==> config.mk <==
export PLATFORM = sky130hd
export DESIGN_NAME = seq_mag_comparator
export DESIGN_NICKNAME = d
export VERILOG_FILES = /design/src/rtl/seq_mag_comparator.sv
export SDC_FILE = /design/constraint.sdc
export NUM_CORES = 1
export LEC_CHECK = 0
export BUFFER_PORTS_ARGS = -buffer_cell sky130_fd_sc_hd__buf_4
export CAP_MARGIN = 20
export CORE_ASPECT_RATIO = 1.2
export CORE_UTILIZATION = 52
export DETAILED_ROUTE_END_ITERATION = 7
export PLACE_DENSITY = 0.83
export SYNTH_ARGS = -nofsm -noshare
export SYNTH_HDL_FRONTEND = slang
export SYNTH_SLANG_ARGS = --single-unit
==> constraint.sdc <==
create_clock -name clk -period 4.1 [get_ports clk]
set_input_delay 0.82 -clock clk [delete_from_list [all_inputs] [get_ports clk]]
set_output_delay 0.82 -clock clk [all_outputs]
set_load 0.02 [all_outputs]
==> src/rtl/seq_mag_comparator.sv <==
// seq_mag_comparator: iterative MSB-first magnitude comparator.
// Latches A/B on an accepted start and compares DIGIT bits per clock.
// It stops at the first unequal digit, then pulses done with a held 2-bit result.
// Optional macro SIGNED_CMP_EN: two's-complement operands (MSB inverted in digit 0).
module seq_mag_comparator #(
  parameter int WIDTH = 8,
  parameter int DIGIT = 1
) (
  input  logic             clk,
  input  logic             rst,
  input  logic             start,
  input  logic [WIDTH-1:0] A,
  input  logic [WIDTH-1:0] B,
  output logic             busy,
  output logic             done,
  output logic [1:0]       Out
);

  localparam int N  = WIDTH / DIGIT;
  localparam int CW = (N > 1) ? $clog2(N) : 1;

  typedef enum logic [1:0] {IDLE, RUN, DONE} state_t;

  state_t           state, state_n;
  logic [WIDTH-1:0] sa, sb, sa_n, sb_n;
  logic [CW-1:0]    cnt, cnt_n;
  logic [1:0]       out_n;
  logic             done_n;
  logic [DIGIT-1:0] a_dig, b_dig;

  // Select the current top digit of each shift register for comparison
  always_comb begin
    a_dig = sa[WIDTH-1 -: DIGIT];
    b_dig = sb[WIDTH-1 -: DIGIT];
`ifdef SIGNED_CMP_EN
    // Flipping the sign bits of the most significant digit maps two's complement onto unsigned order
    if (cnt == '0) begin
      a_dig[DIGIT-1] = ~a_dig[DIGIT-1];
      b_dig[DIGIT-1] = ~b_dig[DIGIT-1];
    end
`endif
  end

  // Compute the next state, the shift/count updates and the result to publish
  always_comb begin
    state_n = state;
    sa_n    = sa;
    sb_n    = sb;
    cnt_n   = cnt;
    out_n   = Out;
    done_n  = 1'b0;
    case (state)
      IDLE, DONE: begin
        if (start) begin
          sa_n    = A;
          sb_n    = B;
          cnt_n   = '0;
          state_n = RUN;
        end else begin
          state_n = IDLE;
        end
      end
      RUN: begin
        if (a_dig != b_dig) begin
          out_n   = {1'b0, (a_dig > b_dig)};
          done_n  = 1'b1;
          state_n = DONE;
        end else if (cnt == CW'(N - 1)) begin
          out_n   = 2'b10;
          done_n  = 1'b1;
          state_n = DONE;
        end else begin
          sa_n  = sa << DIGIT;
          sb_n  = sb << DIGIT;
          cnt_n = cnt + 1'b1;
        end
      end
      default: state_n = IDLE;
    endcase
  end

  // Register the state and datapath; reset overrides any compare in flight
  always_ff @(posedge clk) begin
    if (rst) begin
      state <= IDLE;
      sa    <= '0;
      sb    <= '0;
      cnt   <= '0;
      Out   <= 2'b00;
      done  <= 1'b0;
    end else begin
      state <= state_n;
      sa    <= sa_n;
      sb    <= sb_n;
      cnt   <= cnt_n;
      Out   <= out_n;
      done  <= done_n;
    end
  end

  // busy is decoded from the state register only
  always_comb busy = (state == RUN);

endmodule

Word-level counts from Yosys, hierarchy flattened

Cells that the tools add are included.

Add/sub/neg operators: 1
Magnitude comparators: 1
Equal/unequal tests: 8
Mux-type cells: 19
Bitwise logic cells: 1
Reductions and logical operators: 7

Operators with widths:

| kind                                                             | count |
|---|---|
| 8-bit two-way mux                                                | 6 |
| 8-bit one-hot mux with 2 select lines                            | 2 |
| 3-bit two-way mux                                                | 3 |
| 2-bit two-way mux                                                | 3 |
| 2-bit != test (second input constant)                            | 3 |
| 3-bit one-hot mux with 2 select lines                            | 1 |
| 2-bit one-hot mux with 2 select lines                            | 1 |
| 4-bit AND reduction                                              | 1 |
| 2-bit nonzero test                                               | 2 |
| 2-bit OR reduction                                               | 2 |
| 3-bit by 1-bit adder with 3-bit output (second input constant)   | 1 |
| 3-bit == test (second input constant)                            | 1 |
| 1-bit two-way mux                                                | 3 |
| 3-bit by 1-bit != test with 1-bit output (second input constant) | 1 |
| 2-bit by 1-bit == test with 1-bit output (second input constant) | 1 |
| 2-bit == test (second input constant)                            | 1 |
| 2-bit zero test                                                  | 1 |
| 2-bit AND reduction                                              | 1 |
| 1-bit greater-than comparator                                    | 1 |
| 1-bit != test                                                    | 1 |
| 1-bit inverter                                                   | 1 |

Register bits: 24
Output and inout bits: 4
Logic and storage cells: 43

Longest topological paths before layout

Gate-level depths: netlist (run 1).

Depth in word-level cells: 4
Gate-level depth with buffers: 7
Mapped depth without buffers: 5

Worst setup path after synthesis (run 1)

No wires, ideal clock.

Path kind: register -> output
From: register state[1]
To: output port busy
Arrival: 0.828 ns
Data required time: 3.280 ns
Path slack: 2.452 ns
Stages on the path, launching flop included: 5
Path through: dfxtp_1 nand2b_1 buf_2 inv_2 buf_2

Cells in the longest elaborated chain, start to end: 1

RTL lines:

| what                                     | RTL line | RTL |
|---|---|---|
| start: declaration                       | 24       | `state_t state, state_n;` |
| start signal: assignment                 | 92       | `state <= state_n;` |
| 2-bit by 1-bit == test with 1-bit output | 102      | `always_comb busy = (state == RUN);` |
| end: declaration                         | 14       | `output logic busy,` |

No other way between the ends.

Worst setup path in the final report (run 1)

Same ends and word-level chain as after synthesis.

==> impl_results.md, run 1 <==
- Maximum number of pins on one net before global-route repair: 25
- Synthesized netlist net count: around 150
- CTS HTree Levels: 1
- Number of gates resized after cts: 0
- Overall die width: roughly 45 um
- Kind of start point of the critical path: flop
- Final period utilization: 0.626
- Ys Warns: 0
- Layout-stage area growth over the synthesis result: 14.5%
- Via-to-Cell Ratio: 5.61
- Cell with the largest stage delay on the worst path: sky130_fd_sc_hd__nand2b_1
- Result of the run: finished, final reports clean
- Hold slack final: roughly 0.48 ns
- Peak fanout along the critical path: 21
- Total setup violations reported at the end of the flow: 0
- Internal Pwr Total: roughly 360 uW
- Worst setup slack after layout: about 1.5 ns
- Routed wire length: 2.21 mm
- Hold buffer count at CTS: 0
- Critical path arrival: approximately 1.8 ns
- Top cells by area in the synthesized netlist: sky130_fd_sc_hd__dfxtp_1, sky130_fd_sc_hd__a311oi_2, sky130_fd_sc_hd__nand2_1
- Routed via count: between 900 and 1000
- Initial Util: 0.550
- Worst-case headroom to the max-slew limit: 0.256
- Transition time of the tightest slew-check pin: ~1.1 ns
- Initial antenna violation count: 0
- Layout Nets: approximately 170
- Cell area after synthesis: ~1100 sq um
- Number of placement rows: 18
- RSZ-0062 raised after global routing: false
- CTS Root Buffer Type: sky130_fd_sc_hd__clkbuf_4
- Top library cells by usage in the layout, fill and taps aside: sky130_fd_sc_hd__nand2_1, sky130_fd_sc_hd__dfxtp_1, sky130_fd_sc_hd__buf_4
- Proportion of power drawn by the clock network: 0.237
- Cts bufs inserted: 3
- Library cell with the largest summed area after synthesis: sky130_fd_sc_hd__dfxtp_1
- Number of diodes added for antenna fixing: 0
- Worst Path Class, Setup: reg2out
- IR drop worst, VDD: roughly 260 uV
- Remaining number of nets flagged by the antenna check after routing: 0
- Avg WL per Cell: approximately 13 um
- Post-CTS Setup Repair Bufs: 0
- Ratio of cells with drive above 1 in the final layout: 0.252
- Final hold violations: 0
- CP max stage delay: approximately 0.52 ns
- Top-Level Pins: 23
- Final Max Slew Viols: 0
- CTS Buffer Depth: 2
- Clk Latency, worst-skew pair: around 0.32 ns
- Sink count of the clock tree: 24
- Final Util: 0.630
- Clock transition at the registers of the reported paths: around 0.12 ns
- Number of distinct library cells after synthesis: 21
- Highest clock rate: approximately 390 MHz
- DP Wirelength: roughly 1.4 mm
- Final GP Congestion: about 0.74
- Endpoint class of the critical path: output pin
- Post-Route Setup TNS: 0 ns
- Top-area cell type share of the netlist area: 0.426
- Required time of the critical path: about 3.3 ns
- First drt pass iteration count: 4
- Final cell count without fillers: approximately 170
- Max-cap violations: 0
- Total global routing track utilization: 0.209
- Fin Clk Skew: ~0.013 ns
- Placed cell count: roughly 170
- Total grt overflow: 0
- Fillers: about 180
- Seq cells post-synth: 24
- Worst slack, placed: 1.85 ns
- Switching power total: between 150 and 200 uW
- Via count of the first global-routing pass: about 860
- Power per cell area: ~410 nW/um^2
- Die H: between 50 and 60 um
- Switching share of power: 0.305
- Most common cell after layout, fill and taps aside: sky130_fd_sc_hd__nand2_1
- Period minus WS final: roughly 2.6 ns
- Seq/Total Area, Yosys: 0.426
- Post-Synthesis Cells: 129
- Wire length of the first global-routing pass: between 3 and 4 mm
- Remaining DRCs: 0
- DRC marker count from the first detailed-route iteration: 13
- Ordered list of cells on the worst path: nand2b_1 > inv_2 > buf_4
- Hold Crit Class: reg2reg
- Sequential share of power: 0.519
- Core box area: approximately 2000 sq um
- Avg Synthesized Cell Area: around 8.7 sq um
- Power share of the combinational group: 0.244
- Area of the die: 2360 sq um
- Pleak: 0.000509 uW
- Clock tree from TritonCTS: yes
- Count of buffers inserted at the top-level ports: 22
## cells in the mapped netlist
cell	n
sky130_fd_sc_hd__a311oi_1	6
sky130_fd_sc_hd__nor2b_1	1
sky130_fd_sc_hd__a311oi_2	8
sky130_fd_sc_hd__buf_4	2
sky130_fd_sc_hd__nand2_1	31
sky130_fd_sc_hd__buf_2	6
sky130_fd_sc_hd__nor3_1	15
sky130_fd_sc_hd__and4bb_1	1
sky130_fd_sc_hd__a21oi_1	8
sky130_fd_sc_hd__clkbuf_1	2
sky130_fd_sc_hd__ha_1	3
sky130_fd_sc_hd__dfxtp_1	24
sky130_fd_sc_hd__nor2_1	3
sky130_fd_sc_hd__a21bo_1	1
sky130_fd_sc_hd__inv_1	1
sky130_fd_sc_hd__nand2b_1	4
sky130_fd_sc_hd__buf_6	2
sky130_fd_sc_hd__nand3_1	8
sky130_fd_sc_hd__nand4bb_1	1
sky130_fd_sc_hd__inv_2	1
sky130_fd_sc_hd__nand2_2	1
## kinds of logic (layout without fill, tap and decap cells)
group                      after synthesis  count (layout)  synth area share
AOI/OAI and AO/OA                       23              23             0.198
buffers and inverters                   14              28            0.0732
adders and majority gates                3               3            0.0333
DFF                                     24              24             0.426
and+or+nand+nor                         65              65             0.270
## through the flow
stage,total power [uW],cell area [sq um]
6_report,524,1290
3_5_place_dp,404,1250
2_1_floorplan,382,1130
4_1_cts,526,1290
3_3_place_gp,399,1250
5_1_grt,554,1290
## registers in the layout, indices dropped and copies added, names as in the netlist
name and count:
cnt 3, sa 8, sb 8, done 1
state 2, Out 2
## layout make-up
cell class / count / area, sq um / area share
tap: 30 / 37.5 / 0.0291
sequential: 24 / 480 / 0.372
timing repair buffer: 22 / 165 / 0.128
multi-input combinational: 91 / 564 / 0.437
clock buffer: 4 / 36.3 / 0.0281
inverter: 2 / 7.51 / 0.00581
## power groups by stage
stage          clock, uW  combinational (uW)  sequential (uW)
4_1_cts              127                 127              272
5_1_grt              137                 142              276
3_5_place_dp           0                 127              277
2_1_floorplan          0                 107              275
6_report             124                 128              272
3_3_place_gp           0                 123              276
## worst max-delay path: cells and delay by family, from the launching register on
kind | cells | cell delay, ns
buffers and inverters | 2 | 0.57
AND/OR/NAND/NOR | 1 | 0.52
flip-flops | 1 | 0.35
## per-layer routing
layer,wire [um],global-route usage
met4,44,0.101
met5,0,0
met2,1110,0.365
met1,935,0.246
met3,118,0.0307
## worst paths after layout
| kind | from | endpoint | slack [ns] | depth (start not counted) |
|---|---|---|---|---|
| hold / removal | sa[0]$_SDFFE_PP0P_ | sa[0]$_SDFFE_PP0P_ | 0.48 | 2 |
| setup reg to reg | cnt[0]$_SDFFE_PP0P_ | sa[6]$_SDFFE_PP0P_ | 2.17 | 5 |
| setup / recovery | state[1]$_SDFFE_PP0P_ | busy | 1.53 | 3 |
| hold reg to reg | sa[0]$_SDFFE_PP0P_ | sa[0]$_SDFFE_PP0P_ | 0.48 | 2 |
Note: power is estimated with default switching activity, not from simulation.
==> run 2, diff against run 1 <==
clock period = 2.5 ns   (was 4.1 ns; I/O delays follow)
==> run 2 against run 1 <==
Effect of this change:
- register-to-register slack worse by 1.6 ns
- via count is 1.0% higher
- setup slack worse by 1.0 ns
- sequential cell count stayed put
- final area grew 2.4%
==> impl_results.md, run 2 (synthesis results as in run 1) <==
- Max-cap violations: 0
- Number of placement rows: 18
- Kind of start point of the critical path: flop
- Fin Clk Skew: approximately 0.0051 ns
- Count of buffers inserted at the top-level ports: 22
- Ratio of cells with drive above 1 in the final layout: 0.262
- Sink count of the clock tree: 24
- Overall die width: approximately 45 um
- Result of the run: finished, final reports clean
- Via-to-Cell Ratio: 5.60
- Initial antenna violation count: 0
- Clock tree from TritonCTS: yes
- Final hold violations: 0
- Routed via count: 980
- Via count of the first global-routing pass: roughly 850
- Layout-stage area growth over the synthesis result: 17.3%
- Wire length of the first global-routing pass: between 3 and 4 mm
- Top-Level Pins: 23
- Core box area: 2050 sq um
- Top library cells by usage in the layout, fill and taps aside: sky130_fd_sc_hd__nand2_1, sky130_fd_sc_hd__dfxtp_1, sky130_fd_sc_hd__buf_4
- Cts bufs inserted: 3
- DP Wirelength: 1.48 mm
- Number of gates resized after cts: 0
- Post-CTS Setup Repair Bufs: 0
- Hold Crit Class: in2reg
- DRC marker count from the first detailed-route iteration: 17
- Endpoint class of the critical path: output pin
- Remaining DRCs: 0
- Highest clock rate: 498 MHz
- Total setup violations reported at the end of the flow: 0
- Peak fanout along the critical path: 21
- Number of diodes added for antenna fixing: 0
- CTS HTree Levels: 1
- Transition time of the tightest slew-check pin: 0.591 ns
- Worst Path Class, Setup: reg2out
- Worst slack, placed: 0.635 ns
- Layout Nets: approximately 170
- Maximum number of pins on one net before global-route repair: 25
- First drt pass iteration count: 4
- CTS Buffer Depth: 2
- Required time of the critical path: 2.00 ns
- IR drop worst, VDD: about 500 uV
- Critical path arrival: roughly 1.5 ns
- Total grt overflow: 0
- Hold buffer count at CTS: 0
- Final GP Congestion: between 0.7 and 0.8
- Largest registers: sa x8, sb x8, cnt x3
- Post-Route Setup TNS: 0 ns
- Area of the die: 2360 sq um
- Period minus WS final: 2.01 ns
- Initial Util: 0.550
- Total global routing track utilization: 0.207
- Worst-case headroom to the max-slew limit: 0.606
- Final Max Slew Viols: 0
- Worst setup slack after layout: between 0.4 and 0.5 ns
- Clock transition at the registers of the reported paths: 0.13 ns
- CTS Root Buffer Type: sky130_fd_sc_hd__clkbuf_4
- Fillers: approximately 190
- Avg WL per Cell: 12.7 um
- Remaining number of nets flagged by the antenna check after routing: 0
- Pleak: 0.000525 uW
- Die H: roughly 53 um
- Final period utilization: 0.802
- Power per cell area: a little over 700 nW/um^2
- Most common cell after layout, fill and taps aside: sky130_fd_sc_hd__nand2_1
- Clk Latency, worst-skew pair: about 0.31 ns
- RSZ-0062 raised after global routing: false
- Routed wire length: 2.21 mm
## run 2: cell types whose count changed in the layout (fill, tap and decap cells not counted)
cell | before | now
sky130_fd_sc_hd__buf_4 | 22 | 24
sky130_fd_sc_hd__bufinv_16 | 0 | 1
sky130_fd_sc_hd__clkbuf_8 | 1 | 0
## run 2: metal layers
metal | up-vias | global-route usage | wire (um) | share of wire
met4 | 0 | 0.101 | 12 | 0.0054
li1 | 495 | - | - | -
met5 | - | 0 | 0 | 0
met1 | 462 | 0.253 | 967 | 0.44
met2 | 21 | 0.343 | 1150 | 0.52
met3 | 2 | 0.0410 | 87 | 0.039
## run 2: worst paths after layout
check	start	endpoint	slack [ns]	cells past startpoint
hold reg to reg	sa[0]$_SDFFE_PP0P_	sa[0]$_SDFFE_PP0P_	0.48	2
setup reg to reg	cnt[0]$_SDFFE_PP0P_	sb[4]$_SDFFE_PP0P_	0.59	5
hold / removal	A[0]	sa[0]$_SDFFE_PP0P_	0.42	3
setup / recovery	state[0]$_SDFFE_PP0P_	busy	0.49	4
## run 2: worst max-delay path, stage by stage, from the launching register on
cell,delay [ns]
sky130_fd_sc_hd__dfxtp_1,0.43
sky130_fd_sc_hd__nand2b_1,0.08
sky130_fd_sc_hd__buf_4,0.19
sky130_fd_sc_hd__inv_2,0.29
sky130_fd_sc_hd__buf_4,0.21
## run 2: where the power goes
group / switching (uW) / internal (uW) / total (uW) / leakage (uW)
clock network: 114 / 162 / 277 / 0.0000279
registers: 23.1 / 424 / 447 / 0.000198
logic: 126 / 88.3 / 214 / 0.000300
total: 264 / 674 / 938 / 0.000525
## run 2: final cells by class
type                            count  area [sq um]  share of cell area
Clock buffer                        3          22.5              0.0170
Clock inverter                      1          30.0              0.0227
Inverter                            2          7.51             0.00568
Multi-Input combinational cell     91           564               0.427
Sequential cell                    24           480               0.363
Tap cell                           30          37.5              0.0284
Timing Repair Buffer               24           180               0.136
## run 2: metrics by stage
| step | total power, uW | util | cell area (sq um) | std cells | hold slack (ns) |
|---|---|---|---|---|---|
| after global routing | 987 | 0.645 | 1320 | 175 | 0.398 |
| after CTS | 945 | 0.645 | 1320 | 175 | 0.410 |
| after detailed placement | 668 | 0.620 | 1270 | 171 | 0.461 |
| after global placement | 660 | 0.620 | 1270 | 171 | 0.460 |
| after floorplan | 626 | - | 1130 | 129 | 0.444 |
| final | 938 | 0.645 | 1320 | 175 | 0.422 |
